[src/rtl/cd_pkg.sv]
// Shared types and defaults for the cdbus RX drain engine.
package cd_pkg;

   localparam int unsigned CSR_AW  = 4;
   localparam int unsigned CSR_DW  = 32;
   localparam int unsigned LEN_W   = 8;
   localparam int unsigned WCNT_W  = 7;
   localparam int unsigned BYTES_W = 3;
   localparam int unsigned FCNT_W  = 16;

   localparam logic [CSR_AW-1:0] ADDR_STATUS_DEF  = 4'd2;
   localparam logic [CSR_AW-1:0] ADDR_RX_LEN_DEF  = 4'd6;
   localparam logic [CSR_AW-1:0] ADDR_RX_DATA_DEF = 4'd7;
   localparam logic [CSR_AW-1:0] ADDR_RX_CTRL_DEF = 4'd8;
   localparam int unsigned       PEND_BIT_DEF     = 1;
   localparam logic [CSR_DW-1:0] DONE_VAL_DEF     = 32'h2;
   localparam int unsigned       POLL_DIV_DEF     = 1024;

   typedef enum logic [3:0] {
      S_IDLE,
      S_ST_RD,
      S_ST_WT,
      S_LEN_RD,
      S_LEN_WT,
      S_DAT_RD,
      S_DAT_WT,
      S_PUSH,
      S_DONE
   } state_e;

   // Number of 32-bit words holding len bytes; 9-bit sum so 255 does not wrap.
   function automatic logic [WCNT_W-1:0] words_of(input logic [LEN_W-1:0] len);
      logic [8:0] t;
      t = 9'(len) + 9'd3;
      return WCNT_W'(t >> 2);
   endfunction

   // Valid bytes in the final word: len mod 4, with 0 meaning a full word.
   function automatic logic [BYTES_W-1:0] last_bytes(input logic [LEN_W-1:0] len);
      return (len[1:0] == 2'd0) ? 3'd4 : {1'b0, len[1:0]};
   endfunction

endpackage

[src/rtl/cd_rx_drain.sv]
// Autonomous CSR master: drains cdbus RX frames into a 32-bit word stream
// with SOP/EOP framing, then releases the RX buffer.
module cd_rx_drain
   import cd_pkg::*;
#(
   parameter logic [CSR_AW-1:0] ADDR_STATUS  = ADDR_STATUS_DEF,
   parameter logic [CSR_AW-1:0] ADDR_RX_LEN  = ADDR_RX_LEN_DEF,
   parameter logic [CSR_AW-1:0] ADDR_RX_DATA = ADDR_RX_DATA_DEF,
   parameter logic [CSR_AW-1:0] ADDR_RX_CTRL = ADDR_RX_CTRL_DEF,
   parameter int unsigned       PEND_BIT     = PEND_BIT_DEF,
   parameter logic [CSR_DW-1:0] DONE_VAL     = DONE_VAL_DEF,
   parameter int unsigned       POLL_DIV     = POLL_DIV_DEF
) (
   input  logic                clk,
   input  logic                reset,
   input  logic                enable,
   input  logic                irq,
   output logic [CSR_AW-1:0]   csr_address,
   output logic                csr_read,
   input  logic [CSR_DW-1:0]   csr_readdata,
   output logic                csr_write,
   output logic [CSR_DW-1:0]   csr_writedata,
   output logic [CSR_DW-1:0]   out_data,
   output logic                out_valid,
   input  logic                out_ready,
   output logic                out_sop,
   output logic                out_eop,
   output logic [BYTES_W-1:0]  out_bytes,
   output logic [FCNT_W-1:0]   frame_cnt,
   output logic                busy
);

   localparam int unsigned POLL_W = (POLL_DIV > 1) ? $clog2(POLL_DIV) : 1;

   state_e              state_q, state_d;
   logic [POLL_W-1:0]   poll_q, poll_d;
   logic [WCNT_W-1:0]   words_left_q, words_left_d;
   logic [BYTES_W-1:0]  last_bytes_q, last_bytes_d;
   logic                first_q, first_d;
   logic [CSR_DW-1:0]   data_q, data_d;
   logic                valid_q, valid_d;
   logic                sop_q, sop_d;
   logic                eop_q, eop_d;
   logic [BYTES_W-1:0]  bytes_q, bytes_d;
   logic [FCNT_W-1:0]   fcnt_q, fcnt_d;
   logic [CSR_AW-1:0]   addr_q, addr_d;
   logic                rd_q, rd_d;
   logic                wr_q, wr_d;
   logic [CSR_DW-1:0]   wdata_q, wdata_d;
   logic                busy_q, busy_d;
   logic                poll_hit_c;
   logic [LEN_W-1:0]    len_c;

   assign poll_hit_c = (POLL_DIV != 0) && (poll_q == POLL_W'(POLL_DIV - 1));
   assign len_c      = csr_readdata[LEN_W-1:0];

   // Next-state and datapath; CSR strobes are decoded from the next state so
   // they are registered and coincide exactly with the *_RD / DONE states.
   always_comb begin
      state_d      = state_q;
      poll_d       = poll_q;
      words_left_d = words_left_q;
      last_bytes_d = last_bytes_q;
      first_d      = first_q;
      data_d       = data_q;
      valid_d      = valid_q;
      sop_d        = sop_q;
      eop_d        = eop_q;
      bytes_d      = bytes_q;

      case (state_q)
         S_IDLE: begin
            if (enable && (irq || poll_hit_c)) begin
               state_d = S_ST_RD;
               poll_d  = '0;
            end else begin
               poll_d  = poll_hit_c ? '0 : poll_q + POLL_W'(1);
            end
         end
         S_ST_RD:  state_d = S_ST_WT;
         S_ST_WT:  state_d = csr_readdata[PEND_BIT] ? S_LEN_RD : S_IDLE;
         S_LEN_RD: state_d = S_LEN_WT;
         S_LEN_WT: begin
            words_left_d = words_of(len_c);
            last_bytes_d = last_bytes(len_c);
            first_d      = 1'b1;
            state_d      = (len_c == '0) ? S_DONE : S_DAT_RD;
         end
         S_DAT_RD: state_d = S_DAT_WT;
         S_DAT_WT: begin
            data_d  = csr_readdata;
            valid_d = 1'b1;
            sop_d   = first_q;
            eop_d   = (words_left_q == WCNT_W'(1));
            bytes_d = (words_left_q == WCNT_W'(1)) ? last_bytes_q : 3'd4;
            state_d = S_PUSH;
         end
         S_PUSH: begin
            // Hold the word until accepted; the next CSR read waits for this.
            if (out_ready) begin
               valid_d      = 1'b0;
               sop_d        = 1'b0;
               eop_d        = 1'b0;
               bytes_d      = '0;
               first_d      = 1'b0;
               words_left_d = words_left_q - WCNT_W'(1);
               state_d      = (words_left_q == WCNT_W'(1)) ? S_DONE : S_DAT_RD;
            end
         end
         S_DONE:   state_d = S_IDLE;
         default:  state_d = S_IDLE;
      endcase

      fcnt_d  = (state_d == S_DONE) ? fcnt_q + FCNT_W'(1) : fcnt_q;
      rd_d    = (state_d == S_ST_RD) || (state_d == S_LEN_RD) || (state_d == S_DAT_RD);
      wr_d    = (state_d == S_DONE);
      wdata_d = (state_d == S_DONE) ? DONE_VAL : '0;
      busy_d  = (state_d != S_IDLE);
      case (state_d)
         S_ST_RD:  addr_d = ADDR_STATUS;
         S_LEN_RD: addr_d = ADDR_RX_LEN;
         S_DAT_RD: addr_d = ADDR_RX_DATA;
         S_DONE:   addr_d = ADDR_RX_CTRL;
         default:  addr_d = '0;
      endcase
   end

   always_ff @(posedge clk or posedge reset) begin
      if (reset) begin
         state_q      <= S_IDLE;
         poll_q       <= '0;
         words_left_q <= '0;
         last_bytes_q <= '0;
         first_q      <= 1'b0;
         data_q       <= '0;
         valid_q      <= 1'b0;
         sop_q        <= 1'b0;
         eop_q        <= 1'b0;
         bytes_q      <= '0;
         fcnt_q       <= '0;
         addr_q       <= '0;
         rd_q         <= 1'b0;
         wr_q         <= 1'b0;
         wdata_q      <= '0;
         busy_q       <= 1'b0;
      end else begin
         state_q      <= state_d;
         poll_q       <= poll_d;
         words_left_q <= words_left_d;
         last_bytes_q <= last_bytes_d;
         first_q      <= first_d;
         data_q       <= data_d;
         valid_q      <= valid_d;
         sop_q        <= sop_d;
         eop_q        <= eop_d;
         bytes_q      <= bytes_d;
         fcnt_q       <= fcnt_d;
         addr_q       <= addr_d;
         rd_q         <= rd_d;
         wr_q         <= wr_d;
         wdata_q      <= wdata_d;
         busy_q       <= busy_d;
      end
   end

   assign csr_address   = addr_q;
   assign csr_read      = rd_q;
   assign csr_write     = wr_q;
   assign csr_writedata = wdata_q;
   assign out_data      = data_q;
   assign out_valid     = valid_q;
   assign out_sop       = sop_q;
   assign out_eop       = eop_q;
   assign out_bytes     = bytes_q;
   assign frame_cnt     = fcnt_q;
   assign busy          = busy_q;

endmodule

[config.mk]
export PLATFORM = sky130hd
export DESIGN_NAME = cd_rx_drain
export DESIGN_NICKNAME = d
export VERILOG_FILES = /design/src/rtl/cd_pkg.sv /design/src/rtl/cd_rx_drain.sv
export SDC_FILE = /design/constraint.sdc
export NUM_CORES = 1
export LEC_CHECK = 0
export CAP_MARGIN = 20
export CELL_PAD_IN_SITES_DETAIL_PLACEMENT = 1
export CELL_PAD_IN_SITES_GLOBAL_PLACEMENT = 2
export CORE_ASPECT_RATIO = 1.2
export CORE_MARGIN = 8
export CORE_UTILIZATION = 29
export DETAILED_ROUTE_END_ITERATION = 10
export PLACE_DENSITY_LB_ADDON = 0.08
export SLEW_MARGIN = 20
export SYNTH_ARGS = -nofsm -noshare
export SYNTH_HDL_FRONTEND = slang
export SYNTH_SLANG_ARGS = --single-unit
export TNS_END_PERCENT = 100
[constraint.sdc]
create_clock -name clk -period 3.4 [get_ports clk]
set_input_delay 0.68 -clock clk [delete_from_list [all_inputs] [get_ports clk]]
set_output_delay 0.68 -clock clk [all_outputs]
set_load 0.03 [all_outputs]
==> results of run 1 <==
[synthesized netlist by cell type, types with 4 or more instances]
cell type / n / area share
buf_2: 6 / 0.0071
nand3_1: 14 / 0.017
a211oi_1: 4 / 0.0071
nor2_1: 17 / 0.015
clkbuf_1: 6 / 0.0053
and3_1: 10 / 0.015
a21oi_1: 18 / 0.021
dfrtp_1: 85 / 0.50
mux2_2: 33 / 0.088
ha_1: 4 / 0.012
nor3_1: 8 / 0.0095
nand2_1: 43 / 0.038
inv_1: 6 / 0.0053
xor2_1: 19 / 0.039
nand4_1: 7 / 0.010
xnor2_1: 7 / 0.015
o21ai_0: 19 / 0.023
buf_4: 34 / 0.060
[tightest hold or removal path: stages, from the launching register on]
cell     delay, ns
dfrtp_1       0.34
nand2_1       0.05
nand2_1       0.05
[kinds of logic (layout without fill, tap and decap cells)]
family / after synthesis / count (layout) / share of synthesized area
multiplexers: 33 / 33 / 0.0879
XOR/XNOR: 26 / 26 / 0.0539
adder cells (fa/ha/maj): 4 / 4 / 0.0118
flip-flops: 85 / 85 / 0.503
other: 1 / 31 / 0.000888
AND/OR/NAND/NOR: 125 / 125 / 0.164
buffers and inverters: 55 / 126 / 0.0829
AO/OA/AOI/OAI: 62 / 62 / 0.0954
[stage by stage]
step / worst slack, ns / util / cells
2_1_floorplan: 0.527 / - / 421
3_3_place_gp: 0.645 / 0.369 / 652
3_5_place_dp: 0.593 / 0.369 / 652
4_1_cts: 0.885 / 0.388 / 667
5_1_grt: 0.699 / 0.388 / 667
6_report: 0.948 / 0.388 / 667
[power groups by stage]
stage	logic (W)	clock network (W)	registers, W
2_1_floorplan	0.000962	0	0.00209
3_3_place_gp	0.00212	0	0.00171
3_5_place_dp	0.00214	0	0.00172
4_1_cts	0.00215	0.000974	0.00170
5_1_grt	0.00229	0.00101	0.00176
6_report	0.00210	0.000935	0.00169
[state kept, by name (all words and copies together), names as in the netlist]
register	cells
busy	1
out_eop	1
out_data	32
csr_writedata	1
out_valid	1
words_left_q	7
out_bytes	3
first_q	1
last_bytes_q	3
csr_address	4
state_q	4
out_sop	1
frame_cnt	16
poll_q	10
[final timing paths]
| check | from | end | slack, ns | depth (start not counted) |
|---|---|---|---|---|
| max | state_q[1] | frame_cnt[1] | 0.95 | 4 |
| min | last_bytes_q[2] | last_bytes_q[2] | 0.48 | 2 |
| max reg2reg | state_q[1] | frame_cnt[1] | 0.95 | 4 |
| min reg2reg | last_bytes_q[2] | last_bytes_q[2] | 0.48 | 2 |
| max in group asynchronous | reset | out_data[3] | 1.98 | 3 |
| min in group asynchronous | reset | out_data[27] | 0.70 | 2 |
[final cells by class]
| class | count | area, um2 |
|---|---|---|
| Fill cell | 1628 | 8750 |
| Sequential cell | 85 | 2130 |
| Timing Repair Buffer | 105 | 1030 |
| Multi-Input combinational cell | 281 | 1870 |
| Clock buffer | 10 | 239 |
| Inverter | 6 | 23.8 |
| Clock inverter | 5 | 35.0 |
| Tap cell | 175 | 219 |
[placed cells by master (no fill, tap or decap), types with 14 or more instances in the layout]
cell type	netlist	routed
nand3_1	14	14
xor2_1	19	19
nor2_1	17	16
a21oi_1	18	18
nand2_1	43	43
mux2_2	33	33
clkdlybuf4s50_1	0	98
conb_1	1	31
dfrtp_1	85	85
o21ai_0	19	19
[routing by layer]
layer  vias up  routed length, um  global-route usage
li1       1501                  -                   -
met1      1612               4880               0.148
met2        72               6250               0.230
met3        14                549              0.0383
met4         0                290              0.0651
met5         -                  0                   0
==> summary.md, run 1 <==
| Metric | Value |
|---|---|
| Std-Cell Core Area | 14300 um2 |
| Slew at the pin closest to its max-slew limit | 0.876 ns |
| Setup CP Type | flip-flop to flip-flop |
| Routed WL | 12.0 mm |
| Floorplan row count | 48 |
| Max-Slew Margin vs Limit | 0.415 |
| Delay of the slowest cell on the worst path | 0.65 ns |
| DRC | 0 |
| First-pass iteration count of the detailed router | 4 |
| Switching share of power | 0.405 |
| Part of the power in combinational logic | 0.445 |
| Port Buffer Count | 98 |
| Number of buffers created by CTS | 9 |
| Die ar. | 18700 um2 |
| PostCTS Resize Cnt | 0 |
| Fin crit share | 0.721 |
| Synth unique cells | 57 |
| Clock latency reported for the late side of the worst-skew pair | 0.35 ns |
| Synth async-reset ratio | 1.00 |
| Crit-path max FO | 18 |
| Final routed wire length divided by cell count | 18.0 um |
| Kind of end point of the critical path | flip-flop |
| Max-cap violation count | 0 |
| Grt total ovfl | 0 |
| Count of nets left with antenna violations after detail routing | 0 |
| CTS clock-pin slew for the worst setup and hold paths | 0.06 ns |
| Final weighted congestion in routability-driven placement | 0.731 |
| Buffers & Inverters on Critical Path | 0 |
| Yosys warnings | 0 |
| Antenna violations before repair | 0 |
| Via count of the first global-routing pass | 3597 |
| Total Negative Setup Slacks | 0 ns |
| Post-synth EDFFs | 0 |
| Clock share of power | 0.197 |
| Net count of the finished layout | 529 |
| Minimum period implied by the final worst setup slack | 2.45 ns |
| Maximum buffer depth of the clock tree | 2 |
| Kind of launch point of the worst setup path | flip-flop |
| Synthesized flop and latch total | 85 |
| Share of layout cells above drive strength 1 | 0.134 |
| Power density over the cells | 854 nW/um2 |
| CP max-delay cell | dfrtp_1 |
| Setup repair after global routing missed its margin | no |
| Syn avg cell area | 10.8 um2 |
| Io pins | 130 |
| Number of pins exceeding their max-slew limit in the final report | 0 |
| Area growth from synthesis to final layout | 31.2% |
| Maximum number of pins on one net before global-route repair | 33 |
| Switching component of the power | 0.00192 W |
| Netlist area before placement | 4230 um2 |
| Critical path's top delay family | simple AND/OR/NAND/NOR gates |
| Arrival @ worst endpoint | 2.69 ns |
| TritonCTS clock tree | built |
| Hold WC Path Type | flip-flop to flip-flop |
| Critical path cell sequence | and4b_1, nand4_2, nand2_1, mux2_2 |
| Antenna cells | 0 |
| Max Clk Rate | 0.408 GHz |
| Area after DPL | 5270 um2 |
| Die X | 126 um |
| Power Internal | 0.00282 W |
| Effective utilization at floorplan | 0.296 |
| Via/cell ratio | 4.80 |
| Seq pwr share | 0.358 |
| Setup-failing EPs final | 0 |
| Worst slack on hold paths | 0.480 ns |
| CTS sink cnt | 85 |
| Buffers inserted during post-CTS setup optimization | 0 |
| Number of instances in the synthesized netlist | 391 |
| Number of hold-repair buffers added at the cts stage | 0 |
| Cell at the root of the clock tree | clkbuf_16 |
| Top FF cell, synth | dfrtp_1 |
| Leakage | 2.43 nW |
| Sequential area share after synthesis | 0.503 |
| Die span in y | 148 um |
| Final hold violation count | 0 |
| Total chip power | 0.00473 W |
| Summed area of non-filler cells in the final layout | 5550 um2 |
| Depth of the CTS H-tree | 3 |
| Skew final | 0.0113 ns |
| Detailed placer's ending HPWL | 9.08 mm |
| Iteration-0 DRC count of the detailed router | 132 |
| Required time at the endpoint of the critical path | 3.63 ns |
| Outcome | completed |
| Total global routing track utilization | 0.133 |
| Peak supply drop | 0.000322 V |
| First-pass GRT wire length | 19.5 mm |
| Total via count after detailed routing | 3199 |
Power figures use the tool's default switching activity.
==> inputs of run 2 (changes only) <==
- clock period: 3.4 -> 2.3 ns (I/O delays scaled with it)
==> run 2 against run 1 <==
Compared with the run above: design area rose by 3.3%; worst hold slack worse by 0.0030 ns; final cell count is 3.4% higher; global-route usage down 0.33 points; clock skew shrank 0.0070 ns; sequential power grew 45%; critical path depth rose by 1; power rose by 50%; highest routed layer unchanged; die area did not move.
==> summary.md, run 2 (same netlist as run 1, synthesis figures left out) <==
| Metric | Value |
|---|---|
| Number of cells after detailed placement | 674 (was 652) |
| Total global routing track utilization | 0.130 (was 0.133) |
| Depth of the CTS H-tree | 3 (unchanged) |
| Max-Slew Margin vs Limit | 0.647 (was 0.415) |
| Antenna violations before repair | 0 (unchanged) |
| Port Buffer Count | 98 (unchanged) |
| Io pins | 130 (unchanged) |
| Peak supply drop | 0.000477 V (was 0.000322 V) |
| Outcome | completed (unchanged) |
| Post-layout instance count excluding filler cells | 690 (was 667) |
| Routed WL | 11.9 mm (was 12.0 mm) |
| Max Clk Rate | 0.499 GHz (was 0.408 GHz) |
| PostCTS Resize Cnt | 0 (unchanged) |
| Floorplan row count | 48 (unchanged) |
| Kind of end point of the critical path | flip-flop (unchanged) |
| Summed area of non-filler cells in the final layout | 5730 um2 (was 5550 um2) |
| Cell at the root of the clock tree | clkbuf_16 (unchanged) |
| Maximum buffer depth of the clock tree | 2 (unchanged) |
| DRC | 0 (unchanged) |
| Crit-path max FO | 8 (was 18) |
| Final weighted congestion in routability-driven placement | 0.777 (was 0.731) |
| Die ar. | 18700 um2 (unchanged) |
| Maximum number of pins on one net before global-route repair | 37 (was 33) |
| Max FFs per register | 32 (unchanged) |
| Total via count after detailed routing | 3264 (was 3199) |
| Final routed wire length divided by cell count | 17.2 um (was 18.0 um) |
| Iteration-0 DRC count of the detailed router | 94 (was 132) |
| Final hold violation count | 0 (unchanged) |
| Number of hold-repair buffers added at the cts stage | 0 (unchanged) |
| Area after DPL | 5460 um2 (was 5270 um2) |
| Hold WC Path Type | primary input to async pin (was flip-flop to flip-flop) |
| TritonCTS clock tree | built (unchanged) |
| Antenna cells | 0 (unchanged) |
| Slew at the pin closest to its max-slew limit | 0.525 ns (was 0.876 ns) |
| Die X | 126 um (unchanged) |
| Number of buffers created by CTS | 9 (unchanged) |
| Clock latency reported for the late side of the worst-skew pair | 0.33 ns (was 0.35 ns) |
| Detailed placer's ending HPWL | 9.11 mm (was 9.08 mm) |
| Arrival @ worst endpoint | 2.27 ns (was 2.69 ns) |
| Minimum period implied by the final worst setup slack | 2.00 ns (was 2.45 ns) |
| Number of pins exceeding their max-slew limit in the final report | 0 (unchanged) |
| Setup repair after global routing missed its margin | no (unchanged) |
| Required time at the endpoint of the critical path | 2.56 ns (was 3.63 ns) |
| Count of nets left with antenna violations after detail routing | 0 (unchanged) |
| Fin crit share | 0.872 (was 0.721) |
| Total Negative Setup Slacks | 0 ns (unchanged) |
| Buffers inserted during post-CTS setup optimization | 0 (unchanged) |
| CTS clock-pin slew for the worst setup and hold paths | 0.06 ns (about the same) |
| Most frequent cells in the layout | clkdlybuf4s50_1 (98), dfrtp_1 (85), nand2_1 (43) (unchanged) |
| First-pass GRT wire length | 19.2 mm (was 19.5 mm) |
| Area growth from synthesis to final layout | 35.6% (was 31.2%) |
| Via/cell ratio | 4.73 (was 4.80) |
| Net count of the finished layout | 551 (was 529) |
| Grt total ovfl | 0 (unchanged) |
| Setup-failing EPs final | 0 (unchanged) |
| Max-cap violation count | 0 (unchanged) |
| Kind of launch point of the worst setup path | flip-flop (unchanged) |
| First-pass iteration count of the detailed router | 4 (unchanged) |
| Setup CP Type | flip-flop to flip-flop (unchanged) |
| Final core occ | 0.401 (was 0.388) |
| CTS sink cnt | 85 (unchanged) |
| Die span in y | 148 um (unchanged) |
| Power density over the cells | 1240 nW/um2 (was 854 nW/um2) |
| Std-Cell Core Area | 14300 um2 (unchanged) |
| Share of layout cells above drive strength 1 | 0.169 (was 0.134) |
| Worst Reg-to-Reg Cells | 5 (was 4) |
| Leakage | 2.53 nW (was 2.43 nW) |
| Skew final | 0.00430 ns (was 0.0113 ns) |
| Via count of the first global-routing pass | 3664 (was 3597) |
| Effective utilization at floorplan | 0.296 (unchanged) |
| Most common library cell in the layout ignoring fill and taps | clkdlybuf4s50_1 (unchanged) |
[run 2: cell types whose count changed in the layout (fill, tap and decap cells not counted), sizes merged]
cell,change
buf,+22
clkinv,-3
clkinvlp,+3
clkbuf,+1
[run 2: area by class of cell]
cell class	instances	area, um2
Fill cell	1621	8570
Sequential cell	85	2130
Multi-Input combinational cell	281	1860
Timing Repair Buffer	127	1220
Clock buffer	11	233
Tap cell	175	219
Clock inverter	5	36.3
Inverter	6	26.3
[run 2: metrics by stage]
stage	total power, W	worst slack (ns)	hold WS [ns]
floorplan	0.00451	0.426	0.446
CTS	0.00724	0.261	0.475
detailed placement	0.00583	-0.000159	0.466
global placement	0.00576	0.0579	0.462
global route	0.00754	0.0458	0.499
finish	0.00708	0.295	0.477
[run 2: worst paths after layout]
check                                 from       endpoint  slack (ns)
max                        words_left_q[4]  frame_cnt[13]        0.30
max reg2reg                words_left_q[4]  frame_cnt[13]        0.30
min reg2reg                      out_valid      out_valid        0.48
min                                  reset   out_data[31]        0.48
max in group asynchronous            reset   out_data[16]        1.23
min in group clk                 out_valid      out_valid        0.48
[run 2: report_power, final]
group | leakage (nW) | switching (W) | internal (W)
combinational | 1.35 | 0.00181 | 0.00147
clock | 0.122 | 0.000612 | 0.000735
sequential | 1.05 | 0.000401 | 0.00205
[run 2: per-layer routing]
layer	track usage	routed length, um
met3	0.0347	597
met5	0	0
met1	0.140	4900
met2	0.231	6150
met4	0.0639	231
[run 2: worst max-delay path, cell delays in order, from the launching register on]
cell,delay [ns]
dfrtp_1,0.44
nor3_1,0.49
nand4_2,0.30
buf_4,0.25
a211oi_1,0.29
xor2_1,0.17
